File: src/rtl/pulse_xfer_sched_pkg.sv
// Shared types for the pulse transfer scheduler: FSM state encoding,
// id-width helper and timeout counter width.
package pulse_xfer_sched_pkg;

    typedef enum logic [1:0] {
        ST_IDLE    = 2'd0,
        ST_SEND    = 2'd1,
        ST_WAIT_HI = 2'd2,
        ST_WAIT_LO = 2'd3
    } xfer_state_e;

    localparam int N_REQ_DEF = 4;
    localparam int TMO_W     = 8;

    function automatic int id_width(input int n);
        return (n > 1) ? $clog2(n) : 1;
    endfunction

    localparam int ID_W_DEF = id_width(N_REQ_DEF);

endpackage

File: src/rtl/pulse_xfer_sched_rr_pick.sv
// Combinational round-robin picker: first set bit of pend searching
// upward from ptr+1 with wrap. Ports: pend, ptr in; win, valid out.
module rr_pick
    import pulse_xfer_sched_pkg::*;
#(
    parameter int N_REQ = N_REQ_DEF,
    parameter int ID_W  = id_width(N_REQ)
) (
    input  logic [N_REQ-1:0] pend,
    input  logic [ID_W-1:0]  ptr,
    output logic [ID_W-1:0]  win,
    output logic             valid
);

    logic [ID_W:0] sum;

    // Walk offsets from farthest to nearest so the nearest hit wins.
    always_comb begin
        win   = '0;
        valid = |pend;
        sum   = '0;
        for (int k = N_REQ; k >= 1; k--) begin
            sum = {1'b0, ptr} + (ID_W+1)'(k);
            if (sum >= (ID_W+1)'(N_REQ)) begin
                sum = sum - (ID_W+1)'(N_REQ);
            end
            if (pend[sum[ID_W-1:0]]) begin
                win = sum[ID_W-1:0];
            end
        end
    end

endmodule

File: src/rtl/pulse_xfer_sched.sv
// Arbitrates N_REQ event requesters onto one four-phase pulse channel.
// Ports: clka, rst, req, ack, ovf_clr in; bit_a, xfer_id, busy, done, ovf, tmo_err out.
module pulse_xfer_sched
    import pulse_xfer_sched_pkg::*;
#(
    parameter int N_REQ   = N_REQ_DEF,
    parameter int TMO_CYC = 64,
    localparam int ID_W   = id_width(N_REQ)
) (
    input  logic             clka,
    input  logic             rst,
    input  logic [N_REQ-1:0] req,
    input  logic             ack,
    output logic             bit_a,
    output logic [ID_W-1:0]  xfer_id,
    output logic             busy,
    output logic             done,
    output logic [N_REQ-1:0] ovf,
    input  logic             ovf_clr,
    output logic             tmo_err
);

    xfer_state_e      state;
    xfer_state_e      state_nx;
    logic [N_REQ-1:0] pend;
    logic [N_REQ-1:0] grant;
    logic [N_REQ-1:0] ovf_set;
    logic [ID_W-1:0]  ptr;
    logic [ID_W-1:0]  win;
    logic             win_vld;
    logic             issue;
    logic             done_nx;
    logic             tmo_hit;
    logic             tmo_fire;
    logic [TMO_W-1:0] tmo_cnt;

    rr_pick #(
        .N_REQ (N_REQ),
        .ID_W  (ID_W)
    ) u_pick (
        .pend  (pend),
        .ptr   (ptr),
        .win   (win),
        .valid (win_vld)
    );

    assign tmo_hit = (tmo_cnt == TMO_W'(TMO_CYC - 1));

    always_comb begin
        state_nx = state;
        tmo_fire = 1'b0;
        unique case (state)
            ST_IDLE: begin
                if (win_vld) state_nx = ST_SEND;
            end
            ST_SEND: begin
                state_nx = ST_WAIT_HI;
            end
            ST_WAIT_HI: begin
                if (ack) begin
                    state_nx = ST_WAIT_LO;
                end else if (tmo_hit) begin
                    state_nx = ST_IDLE;
                    tmo_fire = 1'b1;
                end
            end
            ST_WAIT_LO: begin
                if (!ack) begin
                    state_nx = ST_IDLE;
                end else if (tmo_hit) begin
                    state_nx = ST_IDLE;
                    tmo_fire = 1'b1;
                end
            end
            default: state_nx = ST_IDLE;
        endcase
    end

    assign issue   = (state == ST_IDLE) && win_vld;
    assign grant   = issue ? (N_REQ'(1) << win) : '0;
    // A req landing on its own grant cycle simply re-arms pending.
    assign ovf_set = req & pend & ~grant;
    assign done_nx = (state == ST_WAIT_LO) && !ack;

    always_ff @(posedge clka or posedge rst) begin
        if (rst) begin
            state   <= ST_IDLE;
            pend    <= '0;
            ovf     <= '0;
            tmo_err <= 1'b0;
            bit_a   <= 1'b0;
            done    <= 1'b0;
            busy    <= 1'b0;
            xfer_id <= '0;
            ptr     <= ID_W'(N_REQ - 1);
            tmo_cnt <= '0;
        end else begin
            state <= state_nx;
            pend  <= (pend & ~grant) | req;
            // New overflow beats a coincident clear.
            ovf   <= (ovf_clr ? '0 : ovf) | ovf_set;
            bit_a <= issue;
            done  <= done_nx;
            busy  <= (state_nx != ST_IDLE);
            if (issue) begin
                xfer_id <= win;
                ptr     <= win;
            end
            if (tmo_fire) begin
                tmo_err <= 1'b1;
            end
            if (state_nx != state) begin
                tmo_cnt <= '0;
            end else if (state == ST_WAIT_HI || state == ST_WAIT_LO) begin
                tmo_cnt <= tmo_cnt + 1'b1;
            end
        end
    end

endmodule

File: config.mk
export PLATFORM = sky130hd
export DESIGN_NAME = pulse_xfer_sched
export DESIGN_NICKNAME = d
export VERILOG_FILES = /design/src/rtl/pulse_xfer_sched_pkg.sv /design/src/rtl/pulse_xfer_sched_rr_pick.sv /design/src/rtl/pulse_xfer_sched.sv
export SDC_FILE = /design/constraint.sdc
export NUM_CORES = 1
export LEC_CHECK = 0
export ABC_CLOCK_PERIOD_IN_PS = 1800
export CORE_ASPECT_RATIO = 1.2
export CORE_MARGIN = 2
export CORE_UTILIZATION = 40
export CTS_CLUSTER_DIAMETER = 100
export DETAILED_ROUTE_END_ITERATION = 12
export HOLD_SLACK_MARGIN = 0.06
export PLACE_DENSITY = 0.63
export SLEW_MARGIN = 30
export SYNTH_ARGS = -nofsm -noshare
export SYNTH_HDL_FRONTEND = slang
export SYNTH_SLANG_ARGS = --single-unit
File: constraint.sdc
create_clock -name clka -period 1.8 [get_ports clka]
set_clock_uncertainty 0.15 [all_clocks]
set_input_delay 0.45 -clock clka [delete_from_list [all_inputs] [get_ports clka]]
set_output_delay 0.45 -clock clka [all_outputs]
set_load 0.005 [all_outputs]
Word level (Yosys, flattened, before mapping)
Index checks and enable logic that the tools add are counted.
Widths: inputs -> output; s select.
{"block": "op_classes", "n_addsub": 9, "multipliers": 0, "div": 0, "magnitude_cmp": 8, "n_eq_ne": 5, "shifts": 1, "muxes": 29, "n_bitwise": 6, "n_reduce_logical": 8}
{"cell": "$mux 2", "count": 12}
{"cell": "$mux 8", "count": 2}
{"cell": "$and 4x4->4", "count": 3}
{"cell": "$ge 3x3->1 const B", "count": 4}
{"cell": "$lt 2x3->1 const B", "count": 4}
{"cell": "$add 8x1->8 const B", "count": 1}
{"cell": "$bmux 1 s2", "count": 4}
{"cell": "$eq 8x6->1 const B", "count": 1}
{"cell": "$mux 4", "count": 2}
{"cell": "$or 4x4->4", "count": 2}
{"cell": "$pmux 2 s4", "count": 1}
{"cell": "$sub 2x1->2 const B", "count": 4}
{"cell": "$mux 1", "count": 7}
{"cell": "$add 2x2->3 const B", "count": 2}
{"cell": "$eq 2x2->1 const B", "count": 2}
{"cell": "$not 4->4", "count": 1}
{"cell": "$reduce_bool 2->1", "count": 2}
{"cell": "$reduce_or 4->1", "count": 1}
{"cell": "$shl 1x2->4 const A", "count": 1}
{"cell": "$add 2x1->3 const B", "count": 1}
{"cell": "$add 2x3->3 const B", "count": 1}
{"cell": "$eq 2x1->1 const B", "count": 1}
{"cell": "$logic_and 1x1->1", "count": 2}
{"cell": "$logic_not 2->1", "count": 1}
{"cell": "other kinds (4)", "count": 4}
{"block": "word_totals", "reg_bits": 26, "latchBits": 0, "mem_bits_rw": 0, "mem_bits_ro": 0, "inputBits": 8, "out_inout_bits": 10, "word_cells": 76, "n_memories": 0}

Longest topological paths before layout
{"block": "depth", "ltp_word": 14, "mapped_depth": 6, "ltp_nobuf": 5}

Cells and area by module
From an unflattened synthesis, not the netlist that was laid out.
{"block": "hier_totals", "cells_unflattened": 112, "hier_area_um2": 1227.4}
{"mod": "pulse_xfer_sched", "n_inst": 1, "cells_per_inst": 98, "area_per_inst_um2": 1136.1, "seq_area_each_um2": 653.1}
{"mod": "rr_pick", "n_inst": 1, "cells_per_inst": 14, "area_per_inst_um2": 91.3, "seq_area_each_um2": 0.0}

Least setup slack after synthesis
Ideal clock, no wire load.
{"block": "synth_path", "path_type": "register -> register", "from": "register ptr[1]", "to": "register pend[2]", "setup_time_ns": 0.128, "t_arrival_ns": 1.368, "t_required_ns": 1.522, "path_slack_ns": 0.154, "path_stages_with_launch": 5, "n_path_buf": 0, "period_less_slack_ns": 1.646, "path_cell_list": "dfstp_2 -> nand2_2 -> a311o_1 -> o41ai_1 -> nand2b_1"}
{"block": "synth_via", "elab_chain_len": 14}
{"element": "start, declared", "line": "pulse_xfer_sched.sv:28", "text": "logic [ID_W-1:0] ptr;"}
{"element": "start signal, assigned", "line": "pulse_xfer_sched.sv:95", "text": "ptr <= ID_W'(N_REQ - 1);"}
{"element": "start signal, assigned", "line": "pulse_xfer_sched.sv:107", "text": "ptr <= win;"}
{"element": "$add 2x3->3", "line": "pulse_xfer_sched_rr_pick.sv:23", "text": "sum = {1'b0, ptr} + (ID_W+1)'(k);"}
{"element": "$ge 3x3->1 / $sub 2x1->2 (equally long branches)", "line": "pulse_xfer_sched_rr_pick.sv:24, pulse_xfer_sched_rr_pick.sv:25"}
{"element": "$mux 2", "line": "pulse_xfer_sched_rr_pick.sv:24", "text": "if (sum >= (ID_W+1)'(N_REQ)) begin"}
{"element": "$bmux 1 s2", "line": "pulse_xfer_sched_rr_pick.sv:27", "text": "if (pend[sum[ID_W-1:0]]) begin"}
{"element": "$mux 1 (not written as such)", "line": "pulse_xfer_sched_rr_pick.sv:27"}
{"element": "$mux 2 (3 in series)", "line": "pulse_xfer_sched_rr_pick.sv:27"}
{"element": "$mux 2 (*)", "line": "pulse_xfer_sched_rr_pick.sv:27"}
{"element": "$shl 1x2->4 (*)", "line": "pulse_xfer_sched.sv:80", "text": "assign grant = issue ? (N_REQ'(1) << win) : '0;"}
{"element": "$mux 4 (*)", "line": "pulse_xfer_sched.sv:80"}
{"element": "$not 4->4 (*)", "line": "pulse_xfer_sched.sv:99", "text": "pend <= (pend & ~grant) | req;"}
{"element": "$and 4x4->4 (*)", "line": "pulse_xfer_sched.sv:99"}
{"element": "$or 4x4->4 (*)", "line": "pulse_xfer_sched.sv:99"}
{"element": "end signal, assigned", "line": "pulse_xfer_sched.sv:99"}
{"element": "end, declared", "line": "pulse_xfer_sched.sv:25", "text": "logic [N_REQ-1:0] pend;"}
Every way passes the cells marked *; elsewhere a longest branch is shown, timed or not. The select of a mux whose other input is x is not followed.
A chain may end at the register's enable or synchronous reset.

Final worst setup path
Same ends and word-level chain as after synthesis.

==> impl_summary.md <==
Synthesis
The post-synthesis net count is 134. The mean area per synthesized cell is 10.2 sq um. Synthesis inferred 26 register bits. The number of different library cells used by synthesis comes to 41. In the synthesized netlist the async set-or-reset flop fraction comes to 100%. During synthesis, Yosys emitted a total of 0 warnings. The part of the Yosys area used for sequential elements is 51.0%. Synthesis handed over a netlist of 125 instances. The synthesized design contains 0 enable-type register cells.

The flip-flop cell with the highest count after synthesis is sky130_fd_sc_hd__dfrtp_1. The combined area of all synthesized cells is 1280 sq um.

Floorplan
Once the floorplan was initialized, standard cells occupied 41.9% of the core. The I/O pin count is 18. The horizontal extent of the die is 55.7 um. The overall die height is 66.0 um. Row generation in the floorplan step produced 22 rows. The area of the core is 3060 sq um. The area enclosed by the die boundary is 3670 sq um.

STA
The final setup TNS is 0 ns. Setup repair after global routing could not meet its margin everywhere. The hold violation total from the final report is 0.

The worst max-slew margin expressed relative to the limit is 74.8%. The number of pins with negative max-slew slack in the final report is 0. In the finished design, the share of the clock period the worst path needs comes to 99.4%. The count of final setup violators is 0. Final hold analysis gives a worst-case slack of 0.314 ns.

Timing would allow up to 559 MHz. The clock period minus final worst setup slack is 1.79 ns. At the pin with the least slew margin, the transition time is 0.378 ns.

Setup path
The largest stage delay on the critical path is 0.59 ns. The largest individual stage delay along the critical path comes from the cell sky130_fd_sc_hd__dfstp_2. The required time at the worst-slack endpoint is 1.86 ns.

The number of buffer and inverter instances along the worst setup path is 0. Setup slack on the worst reg-to-reg path comes out at 0.01 ns. The signal on the critical path passes through nand2_2, a311o_1, o41ai_2, nand2b_1. In this run the critical register-to-register path is captured at pend[2]. STA puts the critical path data arrival time at 1.85 ns. The worst setup path is captured at a register.

The type of element launching the critical path is a register. The worst register-to-register path has a depth of 4. The critical path runs through a total of 4 cells. The launch instance of the worst register-to-register path is ptr[1].

The worst setup path is of the reg -> reg kind. The kind of cell with the highest combined delay along the critical path is compound AO/OA/AOI/OAI gates. Of all nets on the critical path, the largest fanout is 4.

Route
The post-detailed-route DRC marker count is 0. Once detail routing completed, the nets flagged for antenna violations numbered 0. The final wirelength is 2720 um. The average wire per cell in the routed design is 14.3 um. The number of iterations in the first detailed-routing pass is 4. The total vias in the final route is 1047. In this run, the number of DRC markers left after iteration 0 of detailed routing was 23. The number of vias per cell after detailed routing is 5.51.

Finish
For this run, the post-layout net count is 164. Compared with the post-synthesis result, the final layout area differs by 26.9%. The filler cell count is 294. In the final layout, the share of cells above drive strength 1 is 19.5%. The total inserted antenna cells is 0.

Clock tree
The count of hold buffers inserted by post-cts repair is 0. The library cell used as clock root buffer is sky130_fd_sc_hd__clkbuf_4. The clock tree from TritonCTS is yes. For this design, the sink count on the clock tree is 26. The clock-pin slew on the worst setup and hold paths is 0.14 ns. The clock passes through at most 2 buffers. Clock tree synthesis inserted a total of 3 buffers. The clock latency on the worst-skew pair is 0.32 ns. The CTS H-tree depth is 1.

Global routing
The total overflow reported by the global router is 0. Entering global routing, the biggest net connects 27 pins. The all-layer global routing usage is 15.4%. The number of antenna violations at the first check in global routing is 0. The via count of the first global-routing pass is 1021.

The wire length of the first global-routing pass is 4460 um.

Place
The congestion estimate from routability-driven global placement came to 0.843. The count of buffers inserted at the top-level ports is 17. The total half-perimeter wirelength after legalization and detailed placement is 1950 um.

Run status
The run finished with clean final reports.

Power and ir drop
Dividing total power by cell area gives a power density of 1310 nW/um^2. The largest vdd supply drop is 0.719 mV. Summed over all cells, the static leakage comes to 0.761 nW.

Worst hold path
The tightest min-delay check is of the in -> async type.

Job
The count of max-cap constraint violations is 0.
synthesized netlist by cell type, types with 2 or more instances:
cell | number | share of area, %
sky130_fd_sc_hd__xor2_1 | 5 | 3.4
sky130_fd_sc_hd__nand2_1 | 7 | 2.1
sky130_fd_sc_hd__dfstp_2 | 2 | 4.1
sky130_fd_sc_hd__buf_2 | 2 | 0.78
sky130_fd_sc_hd__nor3_1 | 2 | 0.78
sky130_fd_sc_hd__nand2_2 | 2 | 0.98
sky130_fd_sc_hd__a41oi_1 | 2 | 1.4
sky130_fd_sc_hd__nor3b_1 | 2 | 1.2
sky130_fd_sc_hd__nor2_1 | 21 | 6.2
sky130_fd_sc_hd__a21oi_1 | 6 | 2.3
sky130_fd_sc_hd__a311o_1 | 2 | 1.6
sky130_fd_sc_hd__nand4_1 | 3 | 1.5
sky130_fd_sc_hd__inv_1 | 4 | 1.2
sky130_fd_sc_hd__o21bai_1 | 2 | 1.2
sky130_fd_sc_hd__nand2b_1 | 8 | 3.9
sky130_fd_sc_hd__dfrtp_1 | 24 | 47
sky130_fd_sc_hd__a21o_1 | 2 | 1.2
sky130_fd_sc_hd__a31oi_1 | 3 | 1.5
sky130_fd_sc_hd__o211ai_1 | 2 | 1.2
sky130_fd_sc_hd__a21boi_0 | 2 | 1.2
sky130_fd_sc_hd__nand3_1 | 2 | 0.78
stage by stage:
step                cells  total power, mW  worst slack, ns  cell area (sq um)  util (%)
finish                190             2.12           0.0108               1630      53.2
global route          190             2.28          -0.0390               1630      53.2
CTS                   190             2.09        0.0000480               1590      52.0
detailed placement    184             1.82          -0.0404               1540      50.5
global placement      184             1.79          0.00139               1540      50.5
floorplan             125             1.42            0.154               1280         -
power breakdown:
group          switching, mW  total, mW  internal, mW  leakage (nW)
logic                  0.496      0.952         0.456         0.435
clock network          0.171      0.294         0.124        0.0210
registers              0.119      0.878         0.759         0.306
repair_timing:
action / CTS / global route
pin swaps: 0 / 1
setup buffers: 2 / 0
resized for setup: 4 / 12
setup endpoints to repair: 5 / 19
state kept, by name (all words and copies together) (netlist names):
| register | cells |
|---|---|
| ptr | 2 |
| busy | 1 |
| tmo_cnt | 8 |
| tmo_err | 1 |
| done | 1 |
| bit_a | 1 |
| pend | 4 |
| xfer_id | 2 |
| state | 2 |
| ovf | 4 |
tightest hold or removal path, delay by kind of cell:
kind / cells / cell delay, ns
buffers and inverters: 3 / 0.75
final cells by class:
type	count	area (sq um)	area share (%)
sequential	26	656	40.3
multi-input combinational	91	607	37.3
timing repair buffer	28	263	16.2
tap	36	45.0	2.77
clock buffer	4	36.3	2.23
inverter	5	18.8	1.15
worst max-delay path by stage:
| stage | start | to | slack, ns |
|---|---|---|---|
| final | ptr[1] | pend[2] | 0.01 |
| after detailed placement | ack | tmo_cnt[0] | -0.04 |
| after global placement | ack | tmo_cnt[0] | 0.001 |
| after floorplan | ptr[1] | pend[2] | 0.15 |
| after CTS | ovf[1] | ovf[1] | 0.00005 |
| after global routing | ptr[1] | pend[2] | -0.04 |
routing by layer:
layer	part of all wire (%)	global-route usage, %
met5	0	0
met4	0.51	7.01
met3	2.9	2.54
met2	55	28.4
met1	42	17.4
cell usage in the layout, fill, tap and decap left out, types with 2 or more instances in the layout:
cell type | netlist | layout
sky130_fd_sc_hd__a41oi_1 | 2 | 2
sky130_fd_sc_hd__nand3_1 | 2 | 2
sky130_fd_sc_hd__nand2_2 | 2 | 2
sky130_fd_sc_hd__a311o_1 | 2 | 2
sky130_fd_sc_hd__inv_1 | 4 | 4
sky130_fd_sc_hd__nor3_1 | 2 | 2
sky130_fd_sc_hd__o21bai_1 | 2 | 2
sky130_fd_sc_hd__a21oi_1 | 6 | 6
sky130_fd_sc_hd__a31oi_1 | 3 | 3
sky130_fd_sc_hd__dfrtp_1 | 24 | 22
sky130_fd_sc_hd__a21o_1 | 2 | 2
sky130_fd_sc_hd__dfrtp_2 | 0 | 2
sky130_fd_sc_hd__o211ai_1 | 2 | 2
sky130_fd_sc_hd__dlymetal6s2s_1 | 0 | 6
sky130_fd_sc_hd__buf_4 | 0 | 11
sky130_fd_sc_hd__nand4_1 | 3 | 3
sky130_fd_sc_hd__nor3b_1 | 2 | 2
sky130_fd_sc_hd__nor2_1 | 21 | 20
sky130_fd_sc_hd__clkdlybuf4s50_1 | 0 | 7
sky130_fd_sc_hd__xor2_1 | 5 | 5
sky130_fd_sc_hd__a21boi_0 | 2 | 2
sky130_fd_sc_hd__dlygate4sd2_1 | 0 | 4
sky130_fd_sc_hd__nand2_1 | 7 | 7
sky130_fd_sc_hd__clkbuf_4 | 0 | 3
sky130_fd_sc_hd__dfstp_2 | 2 | 2
sky130_fd_sc_hd__nand2b_1 | 8 | 8
cell families (layout without fill, tap and decap cells):
group | after synthesis | in the layout | share of synthesized area [%]
and+or+nand+nor | 55 | 55 | 22.7
AOI/OAI and AO/OA | 28 | 28 | 17.4
DFF | 26 | 26 | 51.0
buffers and inverters | 8 | 37 | 3.12
xor gates and xnor gates | 6 | 6 | 4.10
adders and majority gates | 1 | 1 | 0.976
muxes | 1 | 1 | 0.781
Note: power is estimated with default switching activity, not from simulation.
